`config.mk`:
```
export PLATFORM = sky130hd
export DESIGN_NAME = mode_countdown_timer_flat
export DESIGN_NICKNAME = d
export VERILOG_FILES = /design/src/rtl/mode_countdown_timer_if.sv /design/src/rtl/mode_countdown_timer.sv /design/src/flat_wrapper.sv
export SDC_FILE = /design/constraint.sdc
export NUM_CORES = 1
export LEC_CHECK = 0
export ABC_AREA = 1
export CORE_MARGIN = 3
export CORE_UTILIZATION = 55
export CTS_CLUSTER_SIZE = 40
export DETAILED_ROUTE_END_ITERATION = 10
export PLACE_DENSITY = 0.77
export SLEW_MARGIN = 10
export SYNTH_ARGS = -nofsm -noshare
export SYNTH_HDL_FRONTEND = slang
export SYNTH_SLANG_ARGS = --single-unit
```
`constraint.sdc`:
```
create_clock -name clk -period 2.4 [get_ports clk]
set_input_delay 0.48 -clock clk [delete_from_list [all_inputs] [get_ports clk]]
set_output_delay 0.48 -clock clk [all_outputs]
set_load 0.005 [all_outputs]
```
`src/rtl/mode_countdown_timer_if.sv`:
```
// Button-control <-> countdown-timer link; master is the start/mode logic, slave is the timer.
// TIMER_PAUSE_EN adds the pause level; all slave outputs are registered, no backpressure.
interface mode_countdown_timer_if;
  logic [1:0]  mode;
  logic        start;
  logic        idle;
`ifdef TIMER_PAUSE_EN
  logic        pause;
`endif
  logic        timerEnd;
  logic        running;
  logic [12:0] secs_left;
  logic [3:0]  min_tens;
  logic [3:0]  min_ones;
  logic [3:0]  sec_tens;
  logic [3:0]  sec_ones;

`ifdef TIMER_PAUSE_EN
  modport master (output mode, start, idle, pause,
                  input  timerEnd, running, secs_left, min_tens, min_ones, sec_tens, sec_ones);
  modport slave  (input  mode, start, idle, pause,
                  output timerEnd, running, secs_left, min_tens, min_ones, sec_tens, sec_ones);
`else
  modport master (output mode, start, idle,
                  input  timerEnd, running, secs_left, min_tens, min_ones, sec_tens, sec_ones);
  modport slave  (input  mode, start, idle,
                  output timerEnd, running, secs_left, min_tens, min_ones, sec_tens, sec_ones);
`endif
endinterface

```
`src/rtl/mode_countdown_timer.sv`:
```
// Per-mode preset countdown (1 s ticks) with binary and mm:ss BCD outputs; TIMER_PAUSE_EN adds pause.
// Latency: preset visible one cycle after the start rise; outputs registered; no backpressure.
module mode_countdown_timer #(
  parameter int TICKS_PER_SEC = 100000000,
  parameter int MODE0_SEC     = 60,
  parameter int MODE1_SEC     = 120,
  parameter int MODE2_SEC     = 300,
  parameter int MODE3_SEC     = 600
) (
  input  logic                    clk,
  input  logic                    rst,
  mode_countdown_timer_if.slave   bus
);

  localparam int PW = (TICKS_PER_SEC > 2) ? $clog2(TICKS_PER_SEC) : 1;
  localparam logic [PW-1:0] PRESC_MAX = PW'(TICKS_PER_SEC - 1);

  // Minutes saturate at 99 so an out-of-range preset still shows a legal display.
  function automatic logic [15:0] to_bcd(input int s);
    int m;
    int r;
    m = s / 60;
    r = s % 60;
    if (m > 99) m = 99;
    return {4'(m / 10), 4'(m % 10), 4'(r / 10), 4'(r % 10)};
  endfunction

  localparam logic [15:0] BCD0 = to_bcd(MODE0_SEC);
  localparam logic [15:0] BCD1 = to_bcd(MODE1_SEC);
  localparam logic [15:0] BCD2 = to_bcd(MODE2_SEC);
  localparam logic [15:0] BCD3 = to_bcd(MODE3_SEC);

  typedef enum logic [1:0] {IDLE, RUN, DONE} state_t;

  state_t          state_q;
  logic            start_q;
  logic [PW-1:0]   presc_q;
  logic [12:0]     secs_q;
  logic [15:0]     bcd_q;
  logic            timer_end_q;
  logic            running_q;

  logic [12:0]     preset_sec_d;
  logic [15:0]     preset_bcd_d;
  logic [15:0]     bcd_dec_d;

  always_comb begin
    preset_sec_d = 13'(MODE0_SEC);
    preset_bcd_d = BCD0;
    case (bus.mode)
      2'd1:    begin preset_sec_d = 13'(MODE1_SEC); preset_bcd_d = BCD1; end
      2'd2:    begin preset_sec_d = 13'(MODE2_SEC); preset_bcd_d = BCD2; end
      2'd3:    begin preset_sec_d = 13'(MODE3_SEC); preset_bcd_d = BCD3; end
      default: begin preset_sec_d = 13'(MODE0_SEC); preset_bcd_d = BCD0; end
    endcase
  end

  // mm:ss borrow chain: ones wrap to 9, seconds tens wrap to 5.
  always_comb begin
    bcd_dec_d = bcd_q;
    if (bcd_q[3:0] != 4'd0) begin
      bcd_dec_d[3:0] = bcd_q[3:0] - 4'd1;
    end else begin
      bcd_dec_d[3:0] = 4'd9;
      if (bcd_q[7:4] != 4'd0) begin
        bcd_dec_d[7:4] = bcd_q[7:4] - 4'd1;
      end else begin
        bcd_dec_d[7:4] = 4'd5;
        if (bcd_q[11:8] != 4'd0) begin
          bcd_dec_d[11:8] = bcd_q[11:8] - 4'd1;
        end else begin
          bcd_dec_d[11:8]  = 4'd9;
          bcd_dec_d[15:12] = bcd_q[15:12] - 4'd1;
        end
      end
    end
  end

  always_ff @(posedge clk or negedge rst) begin
    if (!rst) begin
      state_q     <= IDLE;
      start_q     <= 1'b0;
      presc_q     <= '0;
      secs_q      <= '0;
      bcd_q       <= '0;
      timer_end_q <= 1'b0;
      running_q   <= 1'b0;
    end else begin
      start_q <= bus.start;
      case (state_q)
        IDLE: begin
          timer_end_q <= 1'b0;
          if (bus.start && !start_q) begin
            state_q   <= RUN;
            running_q <= 1'b1;
            secs_q    <= preset_sec_d;
            bcd_q     <= preset_bcd_d;
            presc_q   <= '0;
          end
        end
        RUN: begin
          if (!bus.start) begin
            state_q     <= IDLE;
            running_q   <= 1'b0;
            timer_end_q <= 1'b0;
            secs_q      <= '0;
            bcd_q       <= '0;
            presc_q     <= '0;
          end else if (secs_q == 13'd0) begin
            // Zero reached: pulse once, then leave on the cycle after the pulse.
            if (timer_end_q) begin
              state_q     <= DONE;
              running_q   <= 1'b0;
              timer_end_q <= 1'b0;
            end else begin
              timer_end_q <= 1'b1;
            end
`ifdef TIMER_PAUSE_EN
          end else if (bus.pause) begin
            presc_q <= presc_q;
`endif
          end else if (presc_q == PRESC_MAX) begin
            presc_q <= '0;
            if (secs_q == 13'd1) begin
              secs_q      <= '0;
              bcd_q       <= '0;
              timer_end_q <= 1'b1;
            end else begin
              secs_q <= secs_q - 13'd1;
              bcd_q  <= bcd_dec_d;
            end
          end else begin
            presc_q <= presc_q + PW'(1);
          end
        end
        DONE: begin
          state_q     <= IDLE;
          timer_end_q <= 1'b0;
        end
        default: begin
          state_q     <= IDLE;
          running_q   <= 1'b0;
          timer_end_q <= 1'b0;
        end
      endcase
    end
  end

  assign bus.timerEnd  = timer_end_q;
  assign bus.running   = running_q;
  assign bus.secs_left = secs_q;
  assign bus.min_tens  = bcd_q[15:12];
  assign bus.min_ones  = bcd_q[11:8];
  assign bus.sec_tens  = bcd_q[7:4];
  assign bus.sec_ones  = bcd_q[3:0];

endmodule

```
`src/flat_wrapper.sv`:
```
// flat-port wrapper written by rule: the top's interface ports become plain ports
module mode_countdown_timer_flat 
#(
  parameter int TICKS_PER_SEC = 100000000,
  parameter int MODE0_SEC     = 60,
  parameter int MODE1_SEC     = 120,
  parameter int MODE2_SEC     = 300,
  parameter int MODE3_SEC     = 600
)
  (clk, rst, bus_mode, bus_start, bus_idle, bus_timerEnd, bus_running, bus_secs_left, bus_min_tens, bus_min_ones, bus_sec_tens, bus_sec_ones);
  mode_countdown_timer_if bus_i ();
  input  logic clk;
  input  logic rst;
  input wire logic [$bits(bus_i.mode)-1:0] bus_mode;
  input wire logic [$bits(bus_i.start)-1:0] bus_start;
  input wire logic [$bits(bus_i.idle)-1:0] bus_idle;
  output wire logic [$bits(bus_i.timerEnd)-1:0] bus_timerEnd;
  output wire logic [$bits(bus_i.running)-1:0] bus_running;
  output wire logic [$bits(bus_i.secs_left)-1:0] bus_secs_left;
  output wire logic [$bits(bus_i.min_tens)-1:0] bus_min_tens;
  output wire logic [$bits(bus_i.min_ones)-1:0] bus_min_ones;
  output wire logic [$bits(bus_i.sec_tens)-1:0] bus_sec_tens;
  output wire logic [$bits(bus_i.sec_ones)-1:0] bus_sec_ones;
  assign bus_i.mode = bus_mode;
  assign bus_i.start = bus_start;
  assign bus_i.idle = bus_idle;
  assign bus_timerEnd = bus_i.timerEnd;
  assign bus_running = bus_i.running;
  assign bus_secs_left = bus_i.secs_left;
  assign bus_min_tens = bus_i.min_tens;
  assign bus_min_ones = bus_i.min_ones;
  assign bus_sec_tens = bus_i.sec_tens;
  assign bus_sec_ones = bus_i.sec_ones;
  mode_countdown_timer #(.TICKS_PER_SEC(TICKS_PER_SEC), .MODE0_SEC(MODE0_SEC), .MODE1_SEC(MODE1_SEC), .MODE2_SEC(MODE2_SEC), .MODE3_SEC(MODE3_SEC)) u_core (.clk(clk), .rst(rst), .bus(bus_i));
endmodule
```
# Word-level counts from Yosys, hierarchy flattened
# Index checks and enable logic that the tools add are counted.
# Widths: inputs -> output; s select.
[word_totals]
memories = 0
rom_bits = 0
ff_bits = 61
latchBits = 0
mem_bits_rw = 0
out_inout_bits = 31
[op_classes]
shifts = 0
mux = 41
n_lt_le_gt_ge = 0
n_eq_ne = 17
n_reduce_logical = 16
div_mod_pow = 0
n_addsub = 6
mul = 0
bitwise = 1
[ops]
columns = ["cell", "count"]
rows = [
  ["$mux 27", 4],
  ["$mux 16", 5],
  ["$mux 13", 5],
  ["$pmux 27 s2", 1],
  ["$pmux 13 s3", 1],
  ["$pmux 16 s2", 1],
  ["$pmux 10 s3", 1],
  ["$add 27x1->27 const B", 1],
  ["$eq 27x27->1 const B", 1],
  ["$pmux 13 s2", 1],
  ["$mux 4", 4],
  ["$sub 4x1->4 const B", 4],
  ["$eq 13x1->1 const B", 1],
  ["$logic_not 13->1", 1],
  ["$sub 13x1->13 const B", 1],
  ["$mux 12", 1],
  ["$ne 4x4->1 const B", 3],
  ["$reduce_bool 4->1", 3],
  ["$mux 1", 10],
  ["$ne 3x2->1 const B", 3],
  ["$mux 2", 4],
  ["$mux 8", 1],
  ["$ne 4x2->1 const B", 2],
  ["$reduce_and 4->1", 2],
  ["other kinds (16)", 20],
]

# Logic depth before layout (Yosys ltp)
[depth]
depth_word = 9
depth_mapped = 12
ltp_nobuf = 11

# Least setup slack after synthesis
# OpenSTA, ideal clock, no wires.
[synth_timing]
kind = "reg2reg"
start = "register u_core.secs_q[0], in the netlist u_core.bus.secs_left[0]"
end = "register u_core.presc_q[19]"
required_time_ps = 2282
path_slack_ps = 762
t_arrival_ps = 1520
setup_ps = 118
path_buffers = 1
stages_incl_launch_ff = 12
path_cell_list = "dfrtp_1 > inv_1 > ha_1 > nand2_1 > nor2_1 > nand3_2 > nand2_4 > inv_4 > buf_6 > nand2_1 > xor2_1 > nor2_1"
[synth_between]
elab_chain_len = 3
[synth_lines]
columns = ["element", "line_no", "source"]
rows = [
  ["start, declared", "mode_countdown_timer.sv:38", "logic [12:0] secs_q;"],
  ["start signal, assigned", "mode_countdown_timer.sv:96", "secs_q <= preset_sec_d;"],
  ["start signal, assigned", "mode_countdown_timer.sv:129", "secs_q <= secs_q - 13'd1;"],
  ["$logic_not 13->1", "mode_countdown_timer.sv:109", "end else if (secs_q == 13'd0) begin"],
  ["$ne 3x3->1 (no source line)", "--", ""],
  ["$reduce_and 3->1 (no source line)", "--", ""],
  ["end signal, assigned", "mode_countdown_timer.sv:133", "presc_q <= presc_q + PW'(1);"],
  ["end, declared", "mode_countdown_timer.sv:37", "logic [PW-1:0] presc_q;"],
]
# No other way between the ends.
# A chain may end at the register's enable or synchronous reset.

# Worst setup path after layout
[layout_timing]
start = "register u_core.secs_q[3], in the netlist u_core.bus.secs_left[3]"
end = "register u_core.bcd_q[12]"
[layout_between]
elab_chain_len = 6
[layout_lines]
columns = ["element", "line_no", "source"]
rows = [
  ["$eq 13x1->1", "mode_countdown_timer.sv:124", "if (secs_q == 13'd1) begin"],
  ["$mux 16", "mode_countdown_timer.sv:124", ""],
  ["$mux 16", "mode_countdown_timer.sv:122", "end else if (presc_q == PRESC_MAX) begin"],
  ["$mux 16", "mode_countdown_timer.sv:109", ""],
  ["$mux 16", "mode_countdown_timer.sv:102", "if (!bus.start) begin"],
  ["$pmux 16 s2", "mode_countdown_timer.sv:90", "case (state_q)"],
  ["end signal, assigned", "mode_countdown_timer.sv:97", "bcd_q <= preset_bcd_d;"],
  ["end, declared", "mode_countdown_timer.sv:39", "logic [15:0] bcd_q;"],
]
# Parallel ways exist; a longest one is shown, timed or not. The select of a mux whose other input is x is not followed.

==> summary.md <==
| Metric | Value |
|---|---|
| Max Freq | 0.466 GHz |
| Critical Path AT | 2370 ps |
| Worst-skew pair later-pin latency | 340 ps |
| Net Sw Frac | 35.1% |
| CP Class | reg -> reg |
| Post-synth cell types | 36 |
| Clk buf depth | 2 |
| Remaining antenna violation count | 0 |
| CTS root buffer | clkbuf_8 |
| Per-cell routed wire length | 13.8 um |
| Crit end category | flop |
| Post-Syn Area | 3950 um^2 |
| Final Core Density | 66.6% |
| Final wirelength | 9.59 mm |
| Setup TNS | 0 ps |
| Final hold vios | 0 |
| Gates resized, CTS repair | 0 |
| Switch Pwr | 1.13 mW |
| Worst Skew | 7.20 ps |
| Hold Path Class | in -> async |
| # setup viols final | 0 |
| Buffers on Ports | 35 |
| Routability cong. | 0.886 |
| Ant diodes | 0 |
| Dpl ws | 64.5 ps |
| Largest family of logic cells by synthesized area | simple AND/OR/NAND/NOR gates |
| FF-to-FF Start | u_core.bus.secs_left[3] |
| Highest-count cells in the layout ignoring fill and taps | 129 x nand2_1, 76 x nor2_1, 72 x inv_1, 61 x dfrtp_1, 48 x nand3_1 |
| Slew HR | 70.9% |
| Die span in x | 90.7 um |
| Post-Synth Simple-Gate Area | 36.0% |
| Die H | 90.7 um |
| Initial antenna violation count | 0 |
| Worst R2R Setup Slack | 250 ps |
| Synth Area in XOR/XNOR | 3.33% |
| Final period util | 89.4% |
| Status | completed |
| Register share of total power | 39.2% |
| Grt total ovfl | 0 |
| Adder-Cell Fraction of Synth Area | 3.17% |
| TritonCTS clock tree | yes |
| Mux cell area share after synthesis | 0% |
| 1st-iter DRT viols | 201 |
| Data required, critical path | 2630 ps |
| GRT Total Usage | 24.9% |
| Area growth, synth to finish | 16.0% |
| Largest net degree at the start of global routing | 62 |
| Hold_buf cts | 0 |
| FP Rows | 30 |
| RSZ-0062 raised after global routing | false |
| Worst setup margin | 254 ps |
| Worst Tran Pin Value | 432 ps |
| Slew Limit Fails | 0 |
| TritonRoute pass-1 iters | 6 |
| PwrDens | 704 nW/um^2 |
| Clock network power share | 27.9% |
| Vias | 3707 |
| Register area share after synthesis | 38.7% |
| VDD IR-drop max | 0.402 mV |
| Internal | 2.09 mW |
| H-tree Lvls | 3 |
| Die area | 8230 um^2 |
| Min Clock Period, post-route | 2150 ps |
| Yosys Warn Count | 0 |
| Hold_ws | 132 ps |
| HPWL after detailed placement | 6.92 mm |
| Startpoint type of the worst setup path | flop |
| Sink Count | 61 |
| DR vias/cell | 5.35 |
| First-pass GRT wire length | 16.8 mm |
| Syn Inst Count | 550 |
| # IOs | 37 |
| Commonest non-fill, non-tap cell in the layout | nand2_1 |
| #FFs+latches synth | 61 |
| Critical R2R Capture | u_core.bcd_q[12] |
| Initial Util | 57.4% |
| Core footprint | 6870 um^2 |
| Synth Net Count | 566 |
| LEAKAGE | 2.08 nW |
| Max-cap violation count | 0 |
| Mapped Avg Cell Area | 7.18 um^2 |
| Compound-gate portion of the synthesized area | 9.13% |
| Worst Reg2Reg Path Length in Cells | 8 |
| Drc violations | 0 |
| Logic pwr share | 32.9% |
| Total power | 3.22 mW |
| CP Max Fanout | 8 |
| Clock slew at reported path FFs | 70 ps |
| Share of cells above drive strength 1 | 8.21% |
| TritonCTS buffer count | 9 |
| # nets final | 610 |
| Post-CTS setup buffer count | 0 |
| Vias in the first global route | 3738 |
==> metrics by stage <==
step	std cells	instance area, um^2
final	693	4580
after detailed placement	679	4400
after global placement	679	4400
after global routing	693	4580
after CTS	693	4580
after floorplan	550	3950
==> cells in the mapped netlist, drive strengths merged <==
cell type,n,share of area [%]
a21oi,20,2.9
buf,10,2.3
clkbuf,1,0.095
clkinv,1,0.095
dfrtp,61,39
ha,10,3.2
inv,75,7.2
nand2,137,14
nand3,49,6.3
nand3b,3,0.67
nand4,15,2.4
nor2,86,9.7
nor3,16,2.0
nor3b,1,0.32
nor4,1,0.16
o21ai,45,5.7
o21bai,1,0.19
o22ai,2,0.32
or2,1,0.16
xnor2,8,1.8
xor2,7,1.6
==> critical path, cell delays in order, from the launching register on <==
cell,delay (ps)
dfrtp_1,440
nor2_2,270
nand2_1,100
nor2_2,140
nand2_1,230
nand3b_1,320
nand3_1,240
o21ai_0,210
nand2_1,70
==> cell families after synthesis <==
| logic type | after synthesis |
|---|---|
| fa+ha+maj | 10 |
| compound gates | 68 |
| simple gates | 309 |
| flops | 61 |
| xor+xnor | 15 |
| buf+inv | 87 |
==> how the worst max path moves through the flow <==
stage | start | end | slack [ps]
after floorplan | u_core.bus.secs_left[0] | u_core.presc_q[19] | 760
after CTS | u_core.bus.secs_left[8] | u_core.bcd_q[12] | 270
after global routing | u_core.bus.secs_left[3] | u_core.bcd_q[13] | 80
after detailed placement | bus_start | u_core.bcd_q[8] | 60
final | u_core.bus.secs_left[3] | u_core.bcd_q[12] | 250
after global placement | bus_start | u_core.bcd_q[15] | 140
==> layer usage <==
layer	part of all wire, %	global-route usage [%]
met1	44	30.8
met2	49	41.8
met3	5.1	5.25
met4	1.9	11.0
met5	0	0
==> registers in the layout, summed over array words and instances, names as in the netlist <==
register / cells
u_core.state_q: 2
u_core.presc_q: 27
u_core.bus.running: 1
u_core.bcd_q: 16
u_core.bus.timerEnd: 1
u_core.start_q: 1
u_core.bus.secs_left: 13
==> area by class of cell <==
class	count	area, um^2
fillers	611	2290
clock inverters	2	35.0
flip-flops and latches	61	1530
well taps	96	120
inverters	76	288
clock buffers	12	145
repair buffers	44	425
multi-input cells	402	2040
==> power groups by stage <==
stage	Sequential, mW	Clock (mW)	Combinational, mW
finish	1.26	0.899	1.06
global route	1.28	0.955	1.17
CTS	1.26	0.905	1.06
detailed placement	1.28	0	1.05
global placement	1.28	0	1.01
floorplan	1.27	0	0.662
Power figures use the tool's default switching activity.
